**src/rtl/uart0_rx_deframer_if.sv**
```systemverilog
// Receive-side valid/ready handshake between the UART deframer and its
// on-chip consumer. The deframer is the master (it owns data/valid).
`timescale 1ns/1ps

interface uart0_rx_deframer_if;
  logic [7:0] rx_data;
  logic       rx_valid;
  logic       rx_ready;

  modport master (
    output rx_data,
    output rx_valid,
    input  rx_ready
  );

  modport slave (
    input  rx_data,
    input  rx_valid,
    output rx_ready
  );
endinterface

```
**src/rtl/uart0_rx_deframer.sv**
```systemverilog
// UART 8N1 receive deframer for the uart0_rxd pin.
// Synchronises the raw line, recovers start/data/stop bits with a fixed
// clocks-per-bit divider and hands each good byte to the consumer through a
// one-entry valid/ready holding register. CLKS_PER_BIT must be >= 4 and even.
`timescale 1ns/1ps

module uart0_rx_deframer #(
  parameter int CLKS_PER_BIT = 434
) (
  input  logic                       system_clk,
  input  logic                       reset,
  input  logic                       uart0_rxd,
  uart0_rx_deframer_if.master        rx_if,
  output logic                       rx_busy,
  output logic                       frame_err,
  output logic                       overrun
);

  localparam int CW = $clog2(CLKS_PER_BIT);

  // Sample points: half a bit into the start bit, then one full bit apart.
  localparam logic [CW-1:0] HALF_M1 = CW'(CLKS_PER_BIT / 2 - 1);
  localparam logic [CW-1:0] FULL_M1 = CW'(CLKS_PER_BIT - 1);

  localparam logic [2:0] S_IDLE      = 3'd0;
  localparam logic [2:0] S_START     = 3'd1;
  localparam logic [2:0] S_DATA      = 3'd2;
  localparam logic [2:0] S_STOP      = 3'd3;
  localparam logic [2:0] S_WAIT_HIGH = 3'd4;

  logic          sync1_q, sync2_q;
  logic          rxd_s;
  logic [2:0]    state_q, state_d;
  logic [CW-1:0] cnt_q, cnt_d;
  logic [2:0]    idx_q, idx_d;
  logic [7:0]    shift_q, shift_d;
  logic [7:0]    data_q, data_d;
  logic          valid_q, valid_d;
  logic          fe_q, fe_d;
  logic          ov_q, ov_d;
  logic          load;

  assign rxd_s = sync2_q;

  // Two-flop synchroniser; flops reset high so the line looks idle.
  always_ff @(posedge system_clk or posedge reset) begin
    if (reset) begin
      sync1_q <= 1'b1;
      sync2_q <= 1'b1;
    end else begin
      // NOTE: non-blocking assignments keep this a true two-stage pipeline;
      // blocking ones would collapse both flops into a single stage.
      sync1_q <= uart0_rxd;
      sync2_q <= sync1_q;
    end
  end

  // Next-state logic: bit timing FSM plus holding-register update.
  always_comb begin
    // NOTE: every signal gets a default first, so no path through the case
    // leaves one unassigned and no latch is inferred.
    state_d = state_q;
    cnt_d   = cnt_q;
    idx_d   = idx_q;
    shift_d = shift_q;
    data_d  = data_q;
    valid_d = valid_q;
    fe_d    = 1'b0;
    ov_d    = 1'b0;
    load    = 1'b0;

    // Consumer handshake empties the holding register unless a load refills it.
    if (valid_q && rx_if.rx_ready) begin
      valid_d = 1'b0;
    end

    case (state_q)
      S_IDLE: begin
        cnt_d = '0;
        if (!rxd_s) begin
          state_d = S_START;
        end
      end

      S_START: begin
        if (cnt_q == HALF_M1) begin
          cnt_d   = '0;
          idx_d   = 3'd0;
          // A line that is high again at mid start bit was a glitch.
          state_d = rxd_s ? S_IDLE : S_DATA;
        end else begin
          cnt_d = cnt_q + 1'b1;
        end
      end

      S_DATA: begin
        if (cnt_q == FULL_M1) begin
          cnt_d          = '0;
          shift_d[idx_q] = rxd_s;
          idx_d          = idx_q + 3'd1;
          if (idx_q == 3'd7) begin
            state_d = S_STOP;
          end
        end else begin
          cnt_d = cnt_q + 1'b1;
        end
      end

      S_STOP: begin
        if (cnt_q == FULL_M1) begin
          cnt_d = '0;
          if (rxd_s) begin
            load    = 1'b1;
            state_d = S_IDLE;
          end else begin
            fe_d    = 1'b1;
            state_d = S_WAIT_HIGH;
          end
        end else begin
          cnt_d = cnt_q + 1'b1;
        end
      end

      // A break holds the line low; wait it out so it reports only once.
      S_WAIT_HIGH: begin
        cnt_d = '0;
        if (rxd_s) begin
          state_d = S_IDLE;
        end
      end

      default: begin
        state_d = S_IDLE;
        cnt_d   = '0;
      end
    endcase

    // A load overwrites the holding register; it only counts as an overrun
    // if the previous byte was not taken in this same cycle.
    if (load) begin
      data_d  = shift_q;
      valid_d = 1'b1;
      ov_d    = valid_q && !rx_if.rx_ready;
    end
  end

  // State registers; everything returns to idle/empty on reset.
  always_ff @(posedge system_clk or posedge reset) begin
    if (reset) begin
      state_q <= S_IDLE;
      cnt_q   <= '0;
      idx_q   <= 3'd0;
      // NOTE: the shift register is reset too; it is only eight flops and a
      // known value keeps a truncated frame from leaking stale bits.
      shift_q <= 8'h00;
      data_q  <= 8'h00;
      valid_q <= 1'b0;
      fe_q    <= 1'b0;
      ov_q    <= 1'b0;
    end else begin
      state_q <= state_d;
      cnt_q   <= cnt_d;
      idx_q   <= idx_d;
      shift_q <= shift_d;
      data_q  <= data_d;
      valid_q <= valid_d;
      fe_q    <= fe_d;
      ov_q    <= ov_d;
    end
  end

  // All outputs come straight from flops.
  assign rx_if.rx_data  = data_q;
  assign rx_if.rx_valid = valid_q;
  assign rx_busy        = (state_q != S_IDLE);
  assign frame_err      = fe_q;
  assign overrun        = ov_q;

endmodule

```
**src/flat_wrapper.sv**
```systemverilog
// flat-port wrapper written by rule: the top's interface ports become plain ports
module uart0_rx_deframer_flat 
#(
  parameter int CLKS_PER_BIT = 434
)
  (system_clk, reset, uart0_rxd, rx_busy, frame_err, overrun, rx_if_rx_data, rx_if_rx_valid, rx_if_rx_ready);
  uart0_rx_deframer_if rx_if_i ();
  input  logic system_clk;
  input  logic reset;
  input  logic uart0_rxd;
  output logic rx_busy;
  output logic frame_err;
  output logic overrun;
  output wire logic [$bits(rx_if_i.rx_data)-1:0] rx_if_rx_data;
  output wire logic [$bits(rx_if_i.rx_valid)-1:0] rx_if_rx_valid;
  input wire logic [$bits(rx_if_i.rx_ready)-1:0] rx_if_rx_ready;
  assign rx_if_rx_data = rx_if_i.rx_data;
  assign rx_if_rx_valid = rx_if_i.rx_valid;
  assign rx_if_i.rx_ready = rx_if_rx_ready;
  uart0_rx_deframer #(.CLKS_PER_BIT(CLKS_PER_BIT)) u_core (.system_clk(system_clk), .reset(reset), .uart0_rxd(uart0_rxd), .rx_if(rx_if_i), .rx_busy(rx_busy), .frame_err(frame_err), .overrun(overrun));
endmodule
```
**config.mk**
```make
export PLATFORM = sky130hd
export DESIGN_NAME = uart0_rx_deframer_flat
export DESIGN_NICKNAME = d
export VERILOG_FILES = /design/src/rtl/uart0_rx_deframer_if.sv /design/src/rtl/uart0_rx_deframer.sv /design/src/flat_wrapper.sv
export SDC_FILE = /design/constraint.sdc
export NUM_CORES = 1
export LEC_CHECK = 0
export CORE_ASPECT_RATIO = 1.1
export CORE_UTILIZATION = 50
export DETAILED_ROUTE_END_ITERATION = 16
export HOLD_SLACK_MARGIN = 0.15
export PLACE_DENSITY = 0.71
export SLEW_MARGIN = 20
export SYNTH_ARGS = -nofsm -noshare
export SYNTH_HDL_FRONTEND = slang
export SYNTH_SLANG_ARGS = --single-unit
export TNS_END_PERCENT = 50
```
**constraint.sdc**
```tcl
create_clock -name system_clk -period 2.3 [get_ports system_clk]
set_input_delay 0.345 -clock system_clk [delete_from_list [all_inputs] [get_ports system_clk]]
set_output_delay 0.345 -clock system_clk [all_outputs]
set_load 0.01 [all_outputs]
```
### Word-level counts from Yosys, hierarchy flattened

Index checks and enable logic that the tools add are counted.

| storage, ports and cells | value |
|---|---|
| input port bits | 4 |
| bits in registers | 36 |
| word-level logic and storage cells | 66 |

| operators by class | value |
|---|---|
| eq/ne operators | 13 |
| muxes and demuxes | 27 |
| reduce and logical (&&, ||, !) cells | 12 |
| magnitude comparators | 2 |
| add/sub/neg operators | 2 |

Operator list:

| kind | count |
|---|---|
| $mux 3 | 9 |
| $mux 9 | 2 |
| $pmux 9 s2 | 1 |
| $pmux 3 s5 | 1 |
| $mux 1 | 10 |
| $ne 2x1->1 const B | 5 |
| $add 9x1->9 const B | 1 |
| $eq 9x8->1 const B | 1 |
| $eq 9x9->1 const B | 1 |
| $bwmux 8 | 1 |
| $eq 3x2->1 const B | 2 |
| $eq 3x3->1 const B | 2 |
| $pmux 3 s2 | 1 |
| $reduce_and 6->1 | 1 |
| $lt 3x4->1 const B | 1 |
| $reduce_bool 2->1 | 2 |
| $add 3x1->3 const B | 1 |
| $demux 1 s3 | 1 |
| $eq 3x1->1 const B | 1 |
| $ge 3x1->1 const B | 1 |
| $logic_and 1x1->1 | 3 |
| $logic_not 3->1 | 1 |
| $reduce_and 3->1 | 1 |
| $reduce_bool 3->1 | 1 |
| 5 further kinds | 5 |

### Logic depth before layout (Yosys ltp)

| depth | value |
|---|---|
| depth after elaboration | 5 |
| gate-level depth with buffers | 7 |
| gate-level depth less buffers | 6 |

### Least setup slack after synthesis

No wires, ideal clock.

| timing | value |
|---|---|
| path kind | register to register |
| start point | reg u_core.cnt_q[2] |
| end point | reg u_core.shift_q[6] |
| cell stages (with the launch flop) | 6 |
| slack | 0.318 ns |
| arrival | 1.854 ns |
| buffers on the path | 1 |
| path through | dfrtp_1 nand4b_2 or4_1 buf_2 nor4b_2 mux2_1 |

| between the ends | value |
|---|---|
| longest elaborated chain between the ends | 2 |

RTL lines:

| what | RTL line | text |
|---|---|---|
| start: declaration | uart0_rx_deframer.sv:34 | `logic [CW-1:0] cnt_q, cnt_d;` |
| start signal: assignment | uart0_rx_deframer.sv:162 | `cnt_q <= cnt_d;` |
| $eq 9x9->1 | uart0_rx_deframer.sv:97 | `if (cnt_q == FULL_M1) begin` |
| $reduce_and 2->1 (no source line) | - |  |
| end signal: assignment | uart0_rx_deframer.sv:164 | `shift_q <= shift_d;` |
| end: declaration | uart0_rx_deframer.sv:36 | `logic [7:0] shift_q, shift_d;` |

No other way between the ends.
A chain may end at the register's enable or synchronous reset.

### Worst setup path after layout

Same ends and word-level chain as after synthesis.

==> results.txt <==
status - finished with violations
violated checks - DRC
Die W - 57.3 um
root buf cell - clkbuf_4
Ports - 16
Setup WS pre-CTS - 0.182 ns
Reg clk slew, reported paths - 0.10 ns
Leak Pwr - 0.880 nW
Routed wire per std cell - 14.4 um
antenna cell count - 0
Seq/Total Area, Yosys - 53.7%
most instantiated library cell after synthesis - dfrtp_1
Synth top area share - 50.6%
antenna violations before repair - 0
Mean Syn Cell Area - 12.0 um^2
cts bufs inserted - 5
Layout Skew - 0.0109 ns
fillers - 265
cts repair resizes - 0
final worst path period share - 92.1%
Final Worst Setup Slack - 0.181 ns
Setup Viol. Count Final - 0
Via Count - 1,082
Post-CTS Setup Inserts - 0
number of remaining DRC errors - 2
htree depth - 2
grt ovf - 0
post-layout min period - 2.12 ns
CTS Hold Bufs - 0
Hold Path Depth - 0
CTS tree - built
area leader, netlist - dfrtp_1
Clock Path Buffers - 2
RePlAce Congestion - 0.772
initial core utilization - 53.8%
final core utilization - 60.8%
Commonest cells post-synth - dfrtp_1, nor2_1, mux2_1
synth warn - 0
CTS sink count - 36
Fmax - 472 MHz
first-pass GRT wire length - 5020 um
CP startpoint kind - register
vias per cell - 5.69
Cell Pwr Density - 506 nW/um^2
vias in the first global route - 1,132
register bit count reported by yosys - 36
critical path arrival - 2.35 ns
Area growth syn-to-layout - 13.0%
Synth cell types - 38
placeable core region - 3130 um^2
Top FF cell, synth - dfrtp_1
WHS - 0.359 ns
Net Count, Synth - 149
Layout Nets - 165
worst path required time - 2.53 ns
Syn Inst Count - 140
Site Rows - 21
maximum fanout along the worst path - 6
post-DP HPWL - 1960 um
Fin. Hold Viols - 0
Clock Latency Late Sink - 0.34 ns
drt first-iter violations - 24
slew margin rel. - 68.7%
Max Slew Vio Count - 0
Vert. Die Dim - 62.8 um
layout cell share with drive strength beyond 1 - 11.5%
setup TNS - 0 ns
Buffers on Ports - 15
Antenna Nets Post-Route - 0
GRT Util Overall - 18.5%
Cell Area, Synth - 1680 um^2
detailed-router iteration count before antenna repair - 10
Worst Setup Path Type - reg2reg
EDFF count, synth - 0
largest net degree at the start of global routing - 37
Worst setup EP type - register
die area - 3600 um^2
largest cells by area after synthesis - dfrtp_1, mux2_1, nor2_1
MaxCap Viol Count - 0
Routed WL - 2740 um
Async SR Flop Fraction - 100%
VDD IR max - 227 uV
Pwr Total - 963 uW
Reg2Reg Depth - 4
worst hold path class - reg2reg
RSZ-0062 raised after global routing - false
Worst Tran Pin Value - 0.470 ns
[worst paths after layout]
| path | start | end | slack [ns] |
|---|---|---|---|
| hold / removal | u_core.sync1_q$_DFF_PP1_ | u_core.rxd_s$_DFF_PP1_ | 0.36 |
| max in group asynchronous | reset | u_core.sync1_q$_DFF_PP1_ | 1.56 |
| setup reg to reg | u_core.cnt_q[2]$_DFF_PP0_ | u_core.shift_q[6]$_DFFE_PP0P_ | 0.18 |
| min in group asynchronous | reset | u_core.rx_if.rx_data[7]$_DFFE_PP0P_ | 0.40 |
| setup / recovery | u_core.cnt_q[2]$_DFF_PP0_ | u_core.shift_q[6]$_DFFE_PP0P_ | 0.18 |
| hold reg to reg | u_core.sync1_q$_DFF_PP1_ | u_core.rxd_s$_DFF_PP1_ | 0.36 |
[metrics by stage]
stage,instance area (um^2),std cells
final,1900,190
after global routing,1900,190
after CTS,1900,190
after detailed placement,1860,183
after global placement,1860,183
after floorplan,1680,140
[critical path, cell delays in order, from the launching register on]
cell	delay, ns
dfrtp_1	0.44
nand4b_2	0.26
or4_1	0.66
nor4b_2	0.31
mux2_1	0.34
[cell type report]
type,count,area [um^2],share of cell area (%)
Clock buffer,6,41.3,2.17
Clock inverter,1,5.00,0.263
Inverter,5,18.8,0.987
Multi-Input combinational cell,91,726,38.2
Sequential cell,36,903,47.5
Tap cell,34,42.5,2.24
Timing Repair Buffer,17,165,8.68
[logic make-up (layout without fill, tap and decap cells)]
family	count (synthesis)	count (layout)	synth area share [%]
buffers and inverters	13	29	3.20
xor gates and xnor gates	7	7	3.64
adders and majority gates	5	5	3.72
DFF	36	36	53.7
AOI/OAI and AO/OA	10	10	4.61
muxes	18	18	12.0
and+or+nand+nor	51	51	19.2
[sequential cells by signal (all words and copies together), names as in the netlist]
name                   flops
u_core.rx_if.rx_data       8
u_core.sync1_q             1
u_core.cnt_q               9
u_core.rxd_s               1
u_core.overrun             1
u_core.rx_if.rx_valid      1
u_core.state_q             3
u_core.frame_err           1
u_core.idx_q               3
u_core.shift_q             8
[placed cells by master, fill, tap and decap left out, types with 2 or more instances in the layout]
cell	synthesis	layout
a22o_1	3	3
buf_4	1	2
clkbuf_4	0	5
clkdlybuf4s50_1	0	15
dfrtp_1	34	34
dfstp_2	2	2
ha_1	5	5
inv_1	5	5
mux2_1	16	16
nand2_1	5	5
nand3_1	4	4
nand4_1	3	3
nand4b_1	2	2
nor2_1	18	18
nor2b_1	2	2
nor3b_1	2	2
nor4_2	3	3
nor4b_2	2	2
o21ai_1	2	2
xnor2_1	5	5
xor2_1	2	2
[metal layers]
layer	routed length (um)	vias to the layer above	global-route usage, %	part of all wire, %
li1	-	521	-	-
met2	1380	17	32.1	50
met4	52	0	10.1	1.9
met5	0	-	0	0
met3	105	5	4.35	3.8
met1	1200	539	20.7	44
[power breakdown]
part	internal, mW	total (mW)	switching [mW]
clock network	0.112	0.303	0.190
logic	0.00749	0.0208	0.0134
registers	0.636	0.639	0.00320
total	0.756	0.963	0.207
(Power assumes the default switching activity.)
